==> src/rtl/avmm_rd_pkg.sv <==
// Shared types and the address-derived beat pattern for the Avalon-MM read responder.
package avmm_rd_pkg;

  localparam int unsigned BEAT_BYTES  = 8;
  localparam int unsigned ADDR_LSB    = 3;
  localparam int unsigned WORD_ADDR_W = 61;
  localparam int unsigned BCNT_W      = 8;
  localparam int unsigned SEED_W      = 32;

  // burstcount holds the effective beat count (a request of 0 is stored as 1)
  typedef struct packed {
    logic [WORD_ADDR_W-1:0] word_addr;
    logic [BCNT_W-1:0]      burstcount;
    logic [BEAT_BYTES-1:0]  byteenable;
    logic [SEED_W-1:0]      seed;
  } rd_cmd_t;

  function automatic logic [63:0] beat_data(input logic [31:0]           addr,
                                            input logic [SEED_W-1:0]     seed,
                                            input logic [BEAT_BYTES-1:0] be);
    logic [63:0] d;
    d = {addr ^ seed, addr};
    for (int i = 0; i < int'(BEAT_BYTES); i++) begin
      if (!be[i]) d[8*i +: 8] = 8'h00;
    end
    return d;
  endfunction

endpackage

==> src/rtl/avmm_rd_cmd_fifo.sv <==
// Synchronous FIFO of read commands; head is visible whenever empty is low.
module avmm_rd_cmd_fifo
  import avmm_rd_pkg::*;
#(
  parameter int unsigned DEPTH = 4
) (
  input  logic    clk,
  input  logic    reset,
  input  logic    push,
  input  rd_cmd_t push_cmd,
  input  logic    pop,
  output rd_cmd_t head,
  output logic    full,
  output logic    empty
);

  localparam int unsigned PTR_W  = (DEPTH > 1) ? $clog2(DEPTH) : 1;
  localparam int unsigned FILL_W = $clog2(DEPTH + 1);

  rd_cmd_t           mem [DEPTH];
  logic [PTR_W-1:0]  wr_ptr;
  logic [PTR_W-1:0]  rd_ptr;
  logic [FILL_W-1:0] count;
  logic              push_ok;
  logic              pop_ok;

  function automatic logic [PTR_W-1:0] ptr_inc(input logic [PTR_W-1:0] p);
    return (p == PTR_W'(DEPTH - 1)) ? '0 : p + PTR_W'(1);
  endfunction

  assign full    = (count == FILL_W'(DEPTH));
  assign empty   = (count == '0);
  assign push_ok = push && !full;
  assign pop_ok  = pop && !empty;
  assign head    = mem[rd_ptr];

  always_ff @(posedge clk) begin
    if (push_ok) mem[wr_ptr] <= push_cmd;
  end

  always_ff @(posedge clk or posedge reset) begin
    if (reset) begin
      wr_ptr <= '0;
      rd_ptr <= '0;
      count  <= '0;
    end else begin
      if (push_ok) wr_ptr <= ptr_inc(wr_ptr);
      if (pop_ok)  rd_ptr <= ptr_inc(rd_ptr);
      case ({push_ok, pop_ok})
        2'b10:   count <= count + FILL_W'(1);
        2'b01:   count <= count - FILL_W'(1);
        default: count <= count;
      endcase
    end
  end

endmodule

==> src/rtl/avmm_rd_responder.sv <==
// Avalon-MM pipelined burst read slave returning an address/seed-derived pattern
// with fixed latency, bounded outstanding commands and periodic stall injection.
module avmm_rd_responder
  import avmm_rd_pkg::*;
#(
  parameter int unsigned ADDR_WIDTH      = 32,
  parameter int unsigned DATA_WIDTH      = 64,
  parameter int unsigned BURST_WIDTH     = 4,
  parameter int unsigned READ_LATENCY    = 2,
  parameter int unsigned MAX_OUTSTANDING = 4
) (
  input  logic                   clk,
  input  logic                   reset,
  input  logic                   slave_read,
  input  logic [ADDR_WIDTH-1:0]  slave_address,
  input  logic [BURST_WIDTH-1:0] slave_burstcount,
  input  logic [7:0]             slave_byteenable,
  output logic                   slave_waitrequest,
  output logic [DATA_WIDTH-1:0]  slave_readdata,
  output logic                   slave_readdatavalid,
  input  logic [31:0]            cfg_seed,
  input  logic [7:0]             cfg_stall_period,
  output logic [3:0]             outstanding
);

  localparam int unsigned PIPE_STAGES = READ_LATENCY - 1;

  typedef enum logic {S_IDLE, S_BURST} state_t;

  state_t                state, state_nxt;
  rd_cmd_t               cur, cur_nxt;
  logic                  rd_vld, rd_vld_nxt;
  logic                  rd_last, rd_last_nxt;
  logic [DATA_WIDTH-1:0] rd_data, rd_data_nxt;
  logic [3:0]            out_cnt;
  logic [7:0]            stall_cnt;
  logic                  stall_hit;
  logic                  accept;
  logic                  retire;
  rd_cmd_t               acc_cmd;
  logic                  pipe_vld;
  rd_cmd_t               pipe_cmd;
  logic                  q_push, q_pop, q_full, q_empty;
  rd_cmd_t               q_head;
  logic                  src_vld;
  rd_cmd_t               src;
  logic                  load;
  logic                  bypass;

  // Byte address of a beat, wrapped to ADDR_WIDTH and presented as 32 bits.
  function automatic logic [31:0] byte_addr32(input logic [WORD_ADDR_W-1:0] w);
    logic [ADDR_WIDTH-1:0] a;
    a = ADDR_WIDTH'(64'(w) << ADDR_LSB);
    return 32'(a);
  endfunction

  assign stall_hit         = (cfg_stall_period != 8'd0) &&
                             (stall_cnt == cfg_stall_period - 8'd1);
  assign slave_waitrequest = reset || stall_hit || (out_cnt == 4'(MAX_OUTSTANDING));
  assign accept            = slave_read && !slave_waitrequest;
  assign retire            = rd_vld && rd_last;
  assign outstanding       = out_cnt;
  assign slave_readdata    = rd_data;
  assign slave_readdatavalid = rd_vld;

  always_comb begin
    acc_cmd            = '0;
    acc_cmd.word_addr  = WORD_ADDR_W'(slave_address >> ADDR_LSB);
    acc_cmd.burstcount = (slave_burstcount == '0) ? BCNT_W'(1) : BCNT_W'(slave_burstcount);
    acc_cmd.byteenable = slave_byteenable;
    acc_cmd.seed       = cfg_seed;
  end

  // Free-running stall counter; a shrinking period wraps it back to zero at once.
  always_ff @(posedge clk or posedge reset) begin
    if (reset) begin
      stall_cnt <= '0;
    end else if (cfg_stall_period == 8'd0 || stall_cnt >= cfg_stall_period - 8'd1) begin
      stall_cnt <= '0;
    end else begin
      stall_cnt <= stall_cnt + 8'd1;
    end
  end

  // Latency pipeline; the registered beat output supplies the final stage.
  generate
    if (PIPE_STAGES == 0) begin : g_no_pipe
      assign pipe_vld = accept;
      assign pipe_cmd = acc_cmd;
    end else begin : g_pipe
      logic    stg_vld [PIPE_STAGES];
      rd_cmd_t stg_cmd [PIPE_STAGES];

      always_ff @(posedge clk or posedge reset) begin
        if (reset) begin
          for (int i = 0; i < int'(PIPE_STAGES); i++) begin
            stg_vld[i] <= 1'b0;
            stg_cmd[i] <= '0;
          end
        end else begin
          stg_vld[0] <= accept;
          stg_cmd[0] <= acc_cmd;
          for (int i = 1; i < int'(PIPE_STAGES); i++) begin
            stg_vld[i] <= stg_vld[i-1];
            stg_cmd[i] <= stg_cmd[i-1];
          end
        end
      end

      assign pipe_vld = stg_vld[PIPE_STAGES-1];
      assign pipe_cmd = stg_cmd[PIPE_STAGES-1];
    end
  endgenerate

  // Queued commands are older than the one leaving the pipeline, so they go first.
  always_comb begin
    src_vld = !q_empty || pipe_vld;
    src     = q_empty ? pipe_cmd : q_head;
    load    = (state == S_IDLE) && src_vld;
    q_pop   = load && !q_empty;
    bypass  = load && q_empty;
    q_push  = pipe_vld && !bypass && !q_full;
  end

  avmm_rd_cmd_fifo #(
    .DEPTH (MAX_OUTSTANDING)
  ) u_ready_q (
    .clk      (clk),
    .reset    (reset),
    .push     (q_push),
    .push_cmd (pipe_cmd),
    .pop      (q_pop),
    .head     (q_head),
    .full     (q_full),
    .empty    (q_empty)
  );

  // Beat FSM: cur holds the next beat's word address and the beats still to send.
  always_comb begin
    state_nxt   = state;
    cur_nxt     = cur;
    rd_vld_nxt  = 1'b0;
    rd_last_nxt = 1'b0;
    rd_data_nxt = '0;
    case (state)
      S_IDLE: begin
        if (src_vld) begin
          rd_vld_nxt         = 1'b1;
          rd_last_nxt        = (src.burstcount == BCNT_W'(1));
          rd_data_nxt        = DATA_WIDTH'(beat_data(byte_addr32(src.word_addr),
                                                     src.seed, src.byteenable));
          cur_nxt            = src;
          cur_nxt.word_addr  = src.word_addr + WORD_ADDR_W'(1);
          cur_nxt.burstcount = src.burstcount - BCNT_W'(1);
          if (src.burstcount != BCNT_W'(1)) state_nxt = S_BURST;
        end
      end
      S_BURST: begin
        rd_vld_nxt         = 1'b1;
        rd_last_nxt        = (cur.burstcount == BCNT_W'(1));
        rd_data_nxt        = DATA_WIDTH'(beat_data(byte_addr32(cur.word_addr),
                                                   cur.seed, cur.byteenable));
        cur_nxt.word_addr  = cur.word_addr + WORD_ADDR_W'(1);
        cur_nxt.burstcount = cur.burstcount - BCNT_W'(1);
        if (cur.burstcount == BCNT_W'(1)) state_nxt = S_IDLE;
      end
      default: state_nxt = S_IDLE;
    endcase
  end

  always_ff @(posedge clk or posedge reset) begin
    if (reset) begin
      state   <= S_IDLE;
      cur     <= '0;
      rd_vld  <= 1'b0;
      rd_last <= 1'b0;
      rd_data <= '0;
      out_cnt <= '0;
    end else begin
      state   <= state_nxt;
      cur     <= cur_nxt;
      rd_vld  <= rd_vld_nxt;
      rd_last <= rd_last_nxt;
      rd_data <= rd_data_nxt;
      case ({accept, retire})
        2'b10:   out_cnt <= out_cnt + 4'd1;
        2'b01:   out_cnt <= out_cnt - 4'd1;
        default: out_cnt <= out_cnt;
      endcase
    end
  end

endmodule

==> config.mk <==
export PLATFORM = sky130hd
export DESIGN_NAME = avmm_rd_responder
export DESIGN_NICKNAME = d
export VERILOG_FILES = /design/src/rtl/avmm_rd_pkg.sv /design/src/rtl/avmm_rd_cmd_fifo.sv /design/src/rtl/avmm_rd_responder.sv
export SDC_FILE = /design/constraint.sdc
export NUM_CORES = 1
export LEC_CHECK = 0
export CORE_MARGIN = 2
export CORE_UTILIZATION = 53
export DETAILED_ROUTE_END_ITERATION = 10
export HOLD_SLACK_MARGIN = 0.06
export PLACE_DENSITY = 0.78
export SLEW_MARGIN = 0
export SYNTH_ARGS = -nofsm -noshare
export SYNTH_HDL_FRONTEND = slang
export SYNTH_SLANG_ARGS = --single-unit
==> constraint.sdc <==
create_clock -name clk -period 9.5 [get_ports clk]
set_clock_uncertainty 0.05 [all_clocks]
set_input_delay 1.9 -clock clk [delete_from_list [all_inputs] [get_ports clk]]
set_output_delay 1.9 -clock clk [all_outputs]
set_load 0.005 [all_outputs]
==> summary.txt <==
Status
  • Outcome: finished clean

Timing
  • # setup viols final: 0
  • Final slew viol count: 0
  • Total negative slack: 0 ps
  • Final Hold Viols: 0
  • Worst Setup Slack, final: around 3100 ps
  • Unrepaired setup endpoints after global routing: no
  • Final worst path period need: about 6400 ps
  • Worst-margin pin slew: approximately 1200 ps
  • Final period util: 67.6%
  • Highest clock rate: between 0.15 and 0.2 GHz
  • Slew margin rel.: about a fifth

Power
  • Max rail drop VDD: about 0.00016 V
  • Part of the power in combinational logic: a little under a third
  • Psw: around 2.5 mW
  • Cell Pwr Density: 305 nW/um2
  • Leakage: 9.69 nW
  • Power, Total: 7.71 mW
  • Internal Power: about 5.2 mW
  • Switch share: approximately a third
  • Clock share of power: a little over a quarter
  • Seq pwr share: roughly two fifths

Critical path
  • Crit-path max FO: 3
  • Setup Crit Path Kind: primary input to output port
  • Crit. End Element: output port
  • Critical path startpoint category: primary input
  • Origin of the critical flop-to-flop path: u_ready_q.rd_ptr[0]$_DFFE_PP0P_
  • Worst Setup SP: cfg_stall_period[0]
  • Data required, critical path: ~7600 ps
  • Worst path arrival time: about 4500 ps

Final layout
  • Final core occ: between 60% and 70%
  • Most common cell after layout, fill and taps aside: edfxtp_1
  • Final Non-Filler Cells: 2150
  • # diodes: 0
  • Final net count: 1696
  • Commonest cells after routing, fill and taps aside: 292 x edfxtp_1, 232 x dfrtp_1, 155 x nand2_1
  • Filler cells: approximately 2900
  • Share of layout cells above drive strength 1: between 10% and 20%
  • Area Overhead vs Synth: 17.5%

Placed design
  • Pre-CTS setup slack: 3100 ps
  • Post-DP HPWL: between 20 and 30 mm
  • Port bufs: 150
  • Placed instance count: around 2100
  • Final GP Congestion: ~0.84

Synthesis
  • Avg Inst Size Synth: 15.1 um2
  • Post-synthesis adder-cell area fraction: roughly 1.7%
  • #FFs+latches synth: between 500 and 600
  • Cell taking the most area after synthesis: edfxtp_1
  • Syn Std Cell Area: 21500 um2
  • Top FF cell, synth: edfxtp_1
  • YS warnings: 0
  • Cells after synthesis: 1429
  • Synth unique cells: 65
  • XOR/XNOR Fraction of Synth Area: 4.19%
  • Mux cell area share after synthesis: around 11%
  • Post-synth top area share: 40.7%
  • Complex-gate fraction of the synthesized area: 5.21%
  • Largest family of logic cells by synthesized area: multiplexers
  • Number of synthesized flops with an enable pin: 292
  • Simple-gate share of the synthesized area: under 10%
  • Top cells by area, synth: edfxtp_1 41%, dfrtp_1 27%, mux4_2 6.4%
  • Register area share after synthesis: between 60% and 70%
  • Async set-reset flop share out of synthesis: ~44%

Route
  • Vias per Instance: slightly below 6
  • Total Wirelength: ~48 mm
  • Number of iterations in the first detailed-routing pass: 5
  • ANT nets after route: 0
  • Vias: between 10000 and 15000
  • Routed WL per cell: between 20 and 25 um
  • Starting DRT DRC Count: 1065
  • Post-route DRC: 0

Floorplanning
  • Core ar.: between 30000 and 40000 um2
  • Num ports: between 150 and 200
  • Initial Util: 53.9%
  • Chip Width: around 210 um
  • Die H: between 200 and 250 um
  • DIE AREA: 42200 um2
  • Row count: 73

Clocking
  • Root Buffer: clkbuf_16
  • CTS H-tree depth: 2
  • Worst-Skew Late Latency: 590 ps
  • CTS tree: yes
  • Postcts setup bufs: 0
  • Max clock buf depth: 3
  • Clk sink count: 526
  • Total CTS buffers: 52
  • Post_cts resized: 0
  • Cts hold-fix bufs: 0
  • Clock transition at path regs: ~60 ps

Global route
  • Global-route total usage across every layer: between 20% and 30%
  • Largest net degree at the start of global routing: 115
  • Total gr overflow: 0
  • Antenna violations before repair: 3
  • First-pass GRT wire length: 74.6 mm
  • Vias in the first global route: about 13000

Worst hold path
  • Hold Crit Start: cur[34]$_DFFE_PP0P_
  • Hold Path Class: register to register

Flow run
  • Max_cap viols: 0
## worst max-delay path: stages
cell	delay, ps
clkdlybuf4s50_1	430
inv_1	110
ha_1	190
nand2_1	80
or3_1	340
xor2_1	160
ha_1	290
nand4_1	120
nor2_1	70
a211oi_1	260
inv_1	70
clkdlybuf4s50_1	440
## cells in the mapped netlist (14+ instances only)
master,instances
buf_1,14
nand3_1,50
dfrtp_1,234
nor3_1,15
o21ai_0,91
o22ai_1,29
ha_1,26
nand4_1,21
a21oi_1,24
edfxtp_1,292
mux2i_1,63
nor2_1,47
mux4_2,61
xor2_1,28
clkbuf_1,32
inv_1,25
xnor2_1,75
nand2_1,156
## stage by stage
stage	area [um2]	hold WS, ps
2_1_floorplan	21500	389
3_3_place_gp	23500	400
3_5_place_dp	23500	406
4_1_cts	25300	421
5_1_grt	25300	443
6_report	25300	417
## state kept, by name, summed over array words and instances, names as in the netlist
name	count
g_pipe.stg_vld	1
u_ready_q.count	3
g_pipe.stg_cmd	73
outstanding	4
slave_readdata	61
cur	77
u_ready_q.rd_ptr	2
state	1
stall_cnt	8
rd_last	1
u_ready_q.wr_ptr	2
u_ready_q.mem	292
slave_readdatavalid	1
## kinds of logic (layout without fill, tap and decap cells)
logic type | Yosys count | in the layout
buffers and inverters | 94 | 288
AND/OR/NAND/NOR | 344 | 344
XOR/XNOR | 103 | 103
AO/OA/AOI/OAI | 187 | 187
multiplexers | 146 | 146
other | 1 | 3
adder cells (fa/ha/maj) | 28 | 28
flip-flops | 526 | 526
## metal layers
| layer | vias up | global-route usage (%) | part of all wire (%) |
|---|---|---|---|
| met3 | 113 | 3.22 | 7.4 |
| li1 | 5627 | - | - |
| met1 | 6514 | 32.6 | 41 |
| met2 | 560 | 37.3 | 48 |
| met4 | 0 | 10.6 | 3.9 |
| met5 | - | 0 | 0 |
## final timing paths
kind	cells after the start	to	slack (ps)
setup / recovery	12	slave_waitrequest	3080
hold / removal	2	cur[34]$_DFFE_PP0P_	420
setup reg to reg	8	cur[69]$_DFFE_PP0P_	4850
hold reg to reg	2	cur[34]$_DFFE_PP0P_	420
max in group asynchronous	3	slave_readdata[33]$_DFF_PP0_	6200
min in group asynchronous	2	stall_cnt[7]$_DFF_PP0_	1790
## power by group through the flow
stage,clock [mW],combinational [mW],sequential (mW)
CTS,2.13,2.39,3.22
global route,2.22,2.60,3.28
floorplan,0,1.73,3.10
finish,2.09,2.39,3.22
global placement,0,2.30,3.23
detailed placement,0,2.37,3.26
## cell type report
cell class | count | area, um2 | area share, %
Sequential cell | 526 | 14600 | 57.8
Multi-Input combinational cell | 811 | 6500 | 25.7
Clock buffer | 75 | 1640 | 6.47
Timing Repair Buffer | 165 | 1610 | 6.38
Tap cell | 525 | 657 | 2.60
Clock inverter | 23 | 159 | 0.628
Inverter | 25 | 101 | 0.401
(Power assumes the default switching activity.)
